===== config.mk =====
export PLATFORM = sky130hd
export DESIGN_NAME = uart_tx_param
export DESIGN_NICKNAME = d
export VERILOG_FILES = /design/src/rtl/uart_tx_param_pkg.sv /design/src/rtl/uart_tx_param_baud_tick.sv /design/src/rtl/uart_tx_param.sv
export SDC_FILE = /design/constraint.sdc
export NUM_CORES = 1
export LEC_CHECK = 0
export ABC_AREA = 1
export ABC_CLOCK_PERIOD_IN_PS = 1400
export CAP_MARGIN = 40
export CORE_UTILIZATION = 50
export DETAILED_ROUTE_END_ITERATION = 8
export PLACE_DENSITY_LB_ADDON = 0.15
export SYNTH_ARGS = -nofsm -noshare
export SYNTH_HDL_FRONTEND = slang
export SYNTH_SLANG_ARGS = --single-unit

===== constraint.sdc =====
create_clock -name clk -period 1.4 [get_ports clk]
set_input_delay 0.21 -clock clk [delete_from_list [all_inputs] [get_ports clk]]
set_output_delay 0.21 -clock clk [all_outputs]
set_load 0.1 [all_outputs]

===== src/rtl/uart_tx_param_pkg.sv =====
`default_nettype none
// +--------------------------------------------------------------------------+
// | uart_tx_param_pkg                                                        |
// | Shared UART constants: shifter state encoding, parity modes, baud rates. |
// | Rev 1.0 - initial release                                                |
// +--------------------------------------------------------------------------+
package uart_tx_param_pkg;

  typedef enum logic [2:0] {
    ST_IDLE   = 3'd0,
    ST_START  = 3'd1,
    ST_DATA   = 3'd2,
    ST_PARITY = 3'd3,
    ST_STOP   = 3'd4
  } tx_state_t;

  localparam int PARITY_NONE = 0;
  localparam int PARITY_EVEN = 1;
  localparam int PARITY_ODD  = 2;

  // Baud settings expressed as clk cycles per bit at a 24 MHz system clock.
  localparam int BAUD6M_CLK24M = 4;
  localparam int BAUD3M_CLK24M = 8;
  localparam int BAUD1M_CLK24M = 24;

endpackage
`default_nettype wire


===== src/rtl/uart_tx_param_baud_tick.sv =====
`default_nettype none
// +--------------------------------------------------------------------------+
// | uart_baud_tick                                                           |
// | Bit-period counter giving a one-cycle tick at terminal count.            |
// | Rev 1.0 - initial release                                                |
// +--------------------------------------------------------------------------+
module uart_baud_tick
  import uart_tx_param_pkg::*;
#(
  parameter int CLKS_PER_BIT = BAUD6M_CLK24M
) (
  input  logic clk,
  input  logic reset,
  input  logic restart,
  output logic tick
);

  localparam int c_cnt_w = (CLKS_PER_BIT > 1) ? $clog2(CLKS_PER_BIT) : 1;
  localparam logic [c_cnt_w-1:0] c_last = c_cnt_w'(CLKS_PER_BIT - 1);

  logic [c_cnt_w-1:0] r_cnt;

  always_ff @(posedge clk) begin
    if (reset || restart) begin
      r_cnt <= '0;
    end else if (r_cnt == c_last) begin
      r_cnt <= '0;
    end else begin
      r_cnt <= r_cnt + 1'b1;
    end
  end

  assign tick = (r_cnt == c_last);

endmodule
`default_nettype wire


===== src/rtl/uart_tx_param.sv =====
`default_nettype none
// +--------------------------------------------------------------------------+
// | uart_tx_param                                                            |
// | Parametrised UART transmitter with valid/ready input and 1-entry hold.   |
// | Optional parity bit compiled in with macro UART_TX_PARITY_EN.            |
// | Rev 1.0 - initial release                                                |
// +--------------------------------------------------------------------------+
module uart_tx_param
  import uart_tx_param_pkg::*;
#(
  parameter int DATA_BITS    = 8,
  parameter int PARITY_MODE  = PARITY_EVEN,
  parameter int STOP_BITS    = 1,
  parameter int CLKS_PER_BIT = BAUD6M_CLK24M
) (
  input  logic                 clk,
  input  logic                 reset,
  input  logic [DATA_BITS-1:0] data_in,
  input  logic                 data_valid,
  output logic                 data_ready,
  output logic                 tx,
  output logic                 tx_busy
);

`ifdef UART_TX_PARITY_EN
  localparam bit c_par_built = 1'b1;
`else
  localparam bit c_par_built = 1'b0;
`endif
  localparam bit         c_par_en    = c_par_built && (PARITY_MODE != PARITY_NONE);
  localparam logic [3:0] c_data_last = 4'(DATA_BITS - 1);
  localparam logic [3:0] c_stop_last = 4'(STOP_BITS - 1);

  tx_state_t            r_state, w_state_nx;
  logic                 r_hold_full;
  logic [DATA_BITS-1:0] r_hold_data;
  logic [DATA_BITS-1:0] r_shift, w_shift_nx;
  logic [3:0]           r_idx, w_idx_nx;
  logic                 r_tx, w_tx_nx;
  logic                 w_load;
  logic                 w_xfer;
  logic                 w_tick;
  logic                 w_restart;

  assign w_xfer    = data_valid & ~r_hold_full;
  assign w_restart = (r_state == ST_IDLE);

  uart_baud_tick #(
    .CLKS_PER_BIT(CLKS_PER_BIT)
  ) u_baud (
    .clk    (clk),
    .reset  (reset),
    .restart(w_restart),
    .tick   (w_tick)
  );

`ifdef UART_TX_PARITY_EN
  logic r_par;
  logic w_par_nx;

  // Parity is taken from the held word at load time, never from data_in.
  assign w_par_nx = (PARITY_MODE == PARITY_ODD) ? ~^r_hold_data : ^r_hold_data;

  always_ff @(posedge clk) begin
    if (reset) begin
      r_par <= 1'b0;
    end else if (w_load) begin
      r_par <= w_par_nx;
    end
  end
`endif

  always_ff @(posedge clk) begin
    if (reset) begin
      r_state <= ST_IDLE;
    end else begin
      r_state <= w_state_nx;
    end
  end

  always_comb begin
    w_state_nx = r_state;
    w_shift_nx = r_shift;
    w_idx_nx   = r_idx;
    w_tx_nx    = r_tx;
    w_load     = 1'b0;
    case (r_state)
      ST_IDLE: begin
        w_tx_nx = 1'b1;
        if (r_hold_full) w_load = 1'b1;
      end
      ST_START: begin
        if (w_tick) begin
          w_state_nx = ST_DATA;
          w_idx_nx   = '0;
          w_tx_nx    = r_shift[0];
        end
      end
      ST_DATA: begin
        if (w_tick) begin
          if (r_idx == c_data_last) begin
            w_idx_nx = '0;
            if (c_par_en) begin
`ifdef UART_TX_PARITY_EN
              w_state_nx = ST_PARITY;
              w_tx_nx    = r_par;
`endif
            end else begin
              w_state_nx = ST_STOP;
              w_tx_nx    = 1'b1;
            end
          end else begin
            w_idx_nx   = r_idx + 4'd1;
            w_shift_nx = r_shift >> 1;
            w_tx_nx    = r_shift[1];
          end
        end
      end
`ifdef UART_TX_PARITY_EN
      ST_PARITY: begin
        if (w_tick) begin
          w_state_nx = ST_STOP;
          w_tx_nx    = 1'b1;
        end
      end
`endif
      ST_STOP: begin
        if (w_tick) begin
          if (r_idx == c_stop_last) begin
            if (r_hold_full) begin
              w_load = 1'b1;
            end else begin
              w_state_nx = ST_IDLE;
              w_tx_nx    = 1'b1;
            end
          end else begin
            w_idx_nx = r_idx + 4'd1;
          end
        end
      end
      default: begin
        w_state_nx = ST_IDLE;
        w_tx_nx    = 1'b1;
      end
    endcase
    // A load starts a fresh frame from either IDLE or the final stop cycle.
    if (w_load) begin
      w_state_nx = ST_START;
      w_shift_nx = r_hold_data;
      w_idx_nx   = '0;
      w_tx_nx    = 1'b0;
    end
  end

  always_ff @(posedge clk) begin
    if (reset) begin
      r_hold_full <= 1'b0;
      r_hold_data <= '0;
      r_shift     <= '0;
      r_idx       <= '0;
      r_tx        <= 1'b1;
    end else begin
      r_shift <= w_shift_nx;
      r_idx   <= w_idx_nx;
      r_tx    <= w_tx_nx;
      if (w_xfer) begin
        r_hold_full <= 1'b1;
        r_hold_data <= data_in;
      end else if (w_load) begin
        r_hold_full <= 1'b0;
      end
    end
  end

  assign data_ready = ~r_hold_full;
  assign tx         = r_tx;
  assign tx_busy    = (r_state != ST_IDLE);

endmodule
`default_nettype wire


# Yosys cells after proc, flatten, opt, wreduce, memory -nomap -nowiden
# Cells that the tools add are included.
# op_classes
n_mux	32
n_addsub	2
n_reduce_logical	15
eq_ne	20
bitwise	3
# op_table
op	n
8-bit 2-to-1 mux	4
4-bit 2-to-1 mux	5
3-bit 2-to-1 mux	6
7-bit AND reduction	2
1-bit 2-to-1 mux	13
2-bit != test (second input constant)	6
3-bit case mux with 4 select lines	1
4-bit case mux with 3 select lines	1
5-bit AND reduction	2
3-bit by 2-bit != test with 1-bit output (second input constant)	3
3-bit != test (second input constant)	3
2-bit by 1-bit != test with 1-bit output (second input constant)	3
2-bit nonzero test	3
3-bit nonzero test	2
4-bit by 1-bit adder with 4-bit output (second input constant)	1
4-bit by 3-bit equality test with 1-bit output (second input constant)	1
4-bit logical NOT	1
2-bit OR reduction	2
3-bit by 1-bit equality test with 1-bit output (second input constant)	1
3-bit by 2-bit equality test with 1-bit output (second input constant)	1
3-bit equality test (second input constant)	1
3-bit logical NOT	1
1-bit case mux with 3 select lines	1
3-bit AND reduction	1
6 further kinds	7
# word_totals
in_bits	11
out_inout_bits	3
reg_bits	27

# Longest topological paths before layout
# logic_depth
ltp_word	6
depth_mapped	9
depth_no_buf	9

# By module
# From an unflattened synthesis, not the netlist that was laid out.
# unflattened
cells_unflattened	195
hier_area_um2	1316.3
# by_module_without_submodules
module	area_each_um2	cells_per_inst	seq_area_each_um2	n_inst
uart_tx_param	1241.2	186	500.5	1
uart_baud_tick	75.1	9	40.0	1

# Worst setup path after synthesis
# No wires, ideal clock.
# synth_timing
path_type	reg-to-reg
from	reg r_state[1]
to	reg r_state[1]
arrival_ns	1.696
setup_slack_ns	-0.409
setup_time_ns	0.113
stages_incl_launch_ff	8
path_cell_list	dfxtp_1 nor2_2 nand2_1 nand2_1 nor2_1 nand3_1 nand2_1 nor2_1
# synth_between
elab_chain_len	3
elab_cells_between_ends	15
# synth_rtl
element	line_no	rtl
start: declaration	uart_tx_param.sv:34	tx_state_t r_state, w_state_nx;
start signal: assignment	uart_tx_param.sv:77	r_state <= w_state_nx;
3-bit by 1-bit equality test with 1-bit output, or another cell as far along	uart_tx_param.sv:87	case (r_state)
2-bit by 1-bit != test with 1-bit output (no line), or another cell as far along	--	
7-bit AND reduction (no line) or 2-bit OR reduction (tied branches)	--	
# Parallel ways exist; a longest one is shown, timed or not.
# A chain may end at the register's enable or synchronous reset.

# Worst setup path after layout
# layout_timing
from	reg r_idx[1]
to	reg r_shift[5]
# layout_between
elab_chain_len	6
elab_cells_between_ends	10
# layout_rtl
element	line_no	rtl
start: declaration	uart_tx_param.sv:38	logic [3:0] r_idx, w_idx_nx;
start signal: assignment	uart_tx_param.sv:164	r_idx <= w_idx_nx;
4-bit logical NOT	uart_tx_param.sv:129	if (r_idx == c_stop_last) begin
1-bit 2-to-1 mux	uart_tx_param.sv:129	
1-bit 2-to-1 mux	uart_tx_param.sv:128	if (w_tick) begin
1-bit case mux with 2 select lines	uart_tx_param.sv:87	
2-bit != test (no line) or 2-bit nonzero test (tied branches)	--	
3-bit AND reduction (no line)	--	
end signal: assignment	uart_tx_param.sv:163	r_shift <= w_shift_nx;
end: declaration	uart_tx_param.sv:37	logic [DATA_BITS-1:0] r_shift, w_shift_nx;
# Parallel ways exist; a longest one is shown, timed or not.

==> results.md <==
- Status: completed
- CP Max Fanout: 5
- Core area: ~0.0027 mm²
- Clock sinks: 27
- CTS Hold Bufs: 0
- Total power divided by cell area: 1840 mW/mm²
- CTS tree: done
- Vias per cell: between 5 and 6
- Wirelength per Cell: around 14 µm
- RSZ-0062 raised after global routing: true
- Height of the die: approximately 56 µm
- Ratio of cells with drive above 1 in the final layout: approximately 33%
- Final wirelength: 3690 µm
- Largest net degree at the start of global routing: 17
- Sequential area share after synthesis: a little under two fifths
- R2R Path Start: r_idx[1]
- Place WS: -0.0734 ns
- Non-Filler Instances: 264
- Max-slew violation count: 0
- Vias in the first global route: approximately 1,400
- Internal power: approximately 0.0018 W
- Clock root buffer: clkbuf_4
- Setup Total Neg Slack: 0 ns
- Crit path capture type: flop
- CP required: ~1.6 ns
- DRC: 0
- CP Data Arrival Time: ~1.6 ns
- Initial Utilization: around 53%
- Die area: around 0.0031 mm²
- DRT iter0 DRCs: between 60 and 70
- CP startpoint kind: flop
- Max Fclk: a little over 700 MHz
- Worst R2R End: r_shift[5]
- Actual slew at the worst max-slew pin: slightly above 0.3 ns
- Final Core Density: 70.2%
- Std cell rows: 19
- Worst Hold Path EP: u_baud.r_cnt[0]
- Worst-case clock skew: between 0.008 and 0.009 ns
- DR vias: ~1,500
- Hold Vio Cnt, Final: 0
- DRT Pass-1 Iters: 4
- Fin Hold WS: ~0.41 ns
- Worst r2r path cells: 8
- Mapped Cells: slightly above 200
- Syn_area_per_cell: 7.12 µm²
- Syn nets: 216
- Switching Share: between 40% and 50%
- Total GRT Usage: between 20% and 30%
- Comb pwr share: roughly 60%
- H-tree depth: 1
- Setup violations, final: 0
- Synth warnings: 0
- Power share of the clock group: a little under a tenth
- Hold Crit Start: u_baud.r_cnt[0]
- Minimum clock period: about 1.4 ns
- Clock Tree Buf Depth: 2
- I/O pin total: 14
- I/O Buffers: 13
- Sw power: between 0.0015 and 0.002 W
- Dpl cells: roughly 250
- Initial antenna violation count: 0
- Final setup margin: about 0.014 ns
- NumNets Final: ~250
- GRT overflow: 0
- RD Place Congestion: 0.877
- Category of the most critical setup path: flop to flop
- First-pass GRT wire length: just under 6000 µm
- Hold Crit Depth: 1
- Die Wd: 55.6 µm
- Unique masters post-synth: 25
- Remaining antenna violation count after routing: 0
- N_diodes: 0
- Post-DP HPWL: 2620 µm
- Final period utilization: between 90% and 100%
- Hold crit path type: flop to flop
- Yosys reg bits: 27
- Max Cap Viol: 0
- Area Overhead vs Synth: 33.4%
- Slew HR: between 70 and 80%
- Worst VDD drop: just over 2 mV
- Cell area after synthesis: 0.00144 mm²
- TritonCTS buffer count: 3
- R2r setup slk: between 0.01 and 0.015 ns
- Clock-pin slew on the worst setup and hold paths: about 0.15 ns
- Worst skew pair latency: around 0.33 ns
- Flop pwr share: between 30% and 40%
- Leakage: around 0.86 nW
power groups by stage:
stage	combinational (W)	sequential (W)	clock, W
6_report	0.00211	0.00108	0.000339
5_1_grt	0.00228	0.00110	0.000394
4_1_cts	0.00193	0.00107	0.000358
3_5_place_dp	0.00189	0.00107	0
3_3_place_gp	0.00184	0.00106	0
2_1_floorplan	0.00128	0.00109	0
flip-flops by register name, indices dropped and copies added, names as in the netlist:
name / cells
r_hold_data: 8
r_shift: 8
r_idx: 4
r_state: 3
u_baud.r_cnt: 2
r_hold_full: 1
tx: 1
worst max-delay path: stages, from the launching register on:
cell and delay (ns):
dfxtp_4 0.39, ha_4 0.17, nand2_4 0.08, nor2_4 0.06, nor2_4 0.20, nand2_4 0.10, buf_4 0.15, nand3_1 0.09
a21oi_1 0.07
cells by family (layout without fill, tap and decap cells):
family | Yosys count | count (layout) | synth area share [%]
AOI/OAI and AO/OA | 27 | 27 | 9.91
adders and majority gates | 3 | 3 | 2.61
buffers and inverters | 27 | 57 | 7.91
DFF | 27 | 27 | 37.6
and+or+nand+nor | 118 | 119 | 42.0
routing by layer:
layer / GRT usage [%] / part of all wire, % / vias to the layer above
met3: 4.42 / 3.5 / 16
met2: 42.2 / 52 / 37
met1: 26.6 / 41 / 678
met4: 14.3 / 3.2 / 0
met5: 0 / 0 / -
li1: - / - / 732
how the worst max path moves through the flow:
stage                          startpoint         end  slack (ns)  cells past startpoint
after floorplan               r_hold_full  r_shift[0]       -0.28                      6
after global placement    u_baud.r_cnt[0]          tx       0.003                      7
after detailed placement         r_idx[0]    r_idx[1]       -0.07                      8
after CTS                        r_idx[0]  r_shift[0]       -0.01                      9
after global routing             r_idx[0]  r_shift[5]       -0.02                      8
final                            r_idx[1]  r_shift[5]        0.01                      8
metrics by stage:
step                power (W)  cell area, µm²
floorplan             0.00237            1440
detailed placement    0.00296            1720
CTS                   0.00336            1780
finish                0.00353            1920
global route          0.00377            1920
global placement      0.00290            1720
layout make-up:
type                    instances  area (µm²)
fillers                       210         815
flip-flops and latches         27         563
well taps                      31        38.8
clock buffers                   3        22.5
clock inverters                 1        7.51
repair buffers                 32         315
inverters                      21        81.3
multi-input cells             149         891
synth_stat cells:
master | count | share of area [%]
inv_1 | 21 | 5.5
nand4_1 | 2 | 0.87
nand3b_1 | 2 | 1.0
nand2_2 | 4 | 1.7
nand3_2 | 3 | 2.1
o21ai_1 | 1 | 0.35
nand3_1 | 36 | 13
nor3_1 | 1 | 0.35
o21ai_0 | 10 | 3.5
nand2_4 | 3 | 2.3
dfxtp_1 | 27 | 38
nor2_1 | 25 | 6.5
buf_4 | 1 | 0.52
a21oi_1 | 14 | 4.9
nor3_4 | 1 | 1.1
nand2_1 | 34 | 8.9
ha_1 | 3 | 2.6
nor2_4 | 2 | 1.6
or2_1 | 1 | 0.44
nand3_4 | 1 | 1.2
nor2_2 | 3 | 1.3
buf_2 | 1 | 0.35
clkbuf_1 | 3 | 0.78
a21oi_2 | 2 | 1.2
buf_6 | 1 | 0.78
cells in the final DEF, fill, tap and decap left out, types with 3 or more instances in the layout:
cell | synthesis | final
nand2_1 | 34 | 30
dfxtp_2 | 0 | 3
nor2_2 | 3 | 7
nand2_2 | 4 | 6
o21ai_0 | 10 | 10
nand3_2 | 3 | 6
a21oi_1 | 14 | 10
a21oi_2 | 2 | 6
inv_1 | 21 | 17
clkdlybuf4s50_1 | 0 | 10
nand3_1 | 36 | 33
dfxtp_1 | 27 | 19
buf_4 | 1 | 18
nor2_1 | 25 | 20
inv_2 | 0 | 3
clkbuf_4 | 0 | 3
nor2_4 | 2 | 4
dfxtp_4 | 0 | 5
buf_12 | 0 | 4
nand2_4 | 3 | 5
repair_timing:
action,in CTS,in global routing
resized for setup,11,31
pin swaps,3,9
hold endpoints to repair,0,0
setup endpoints to repair,9,16
gates cloned,0,1
setup buffers,0,6
No activity file was read; power rests on OpenSTA's default activity.
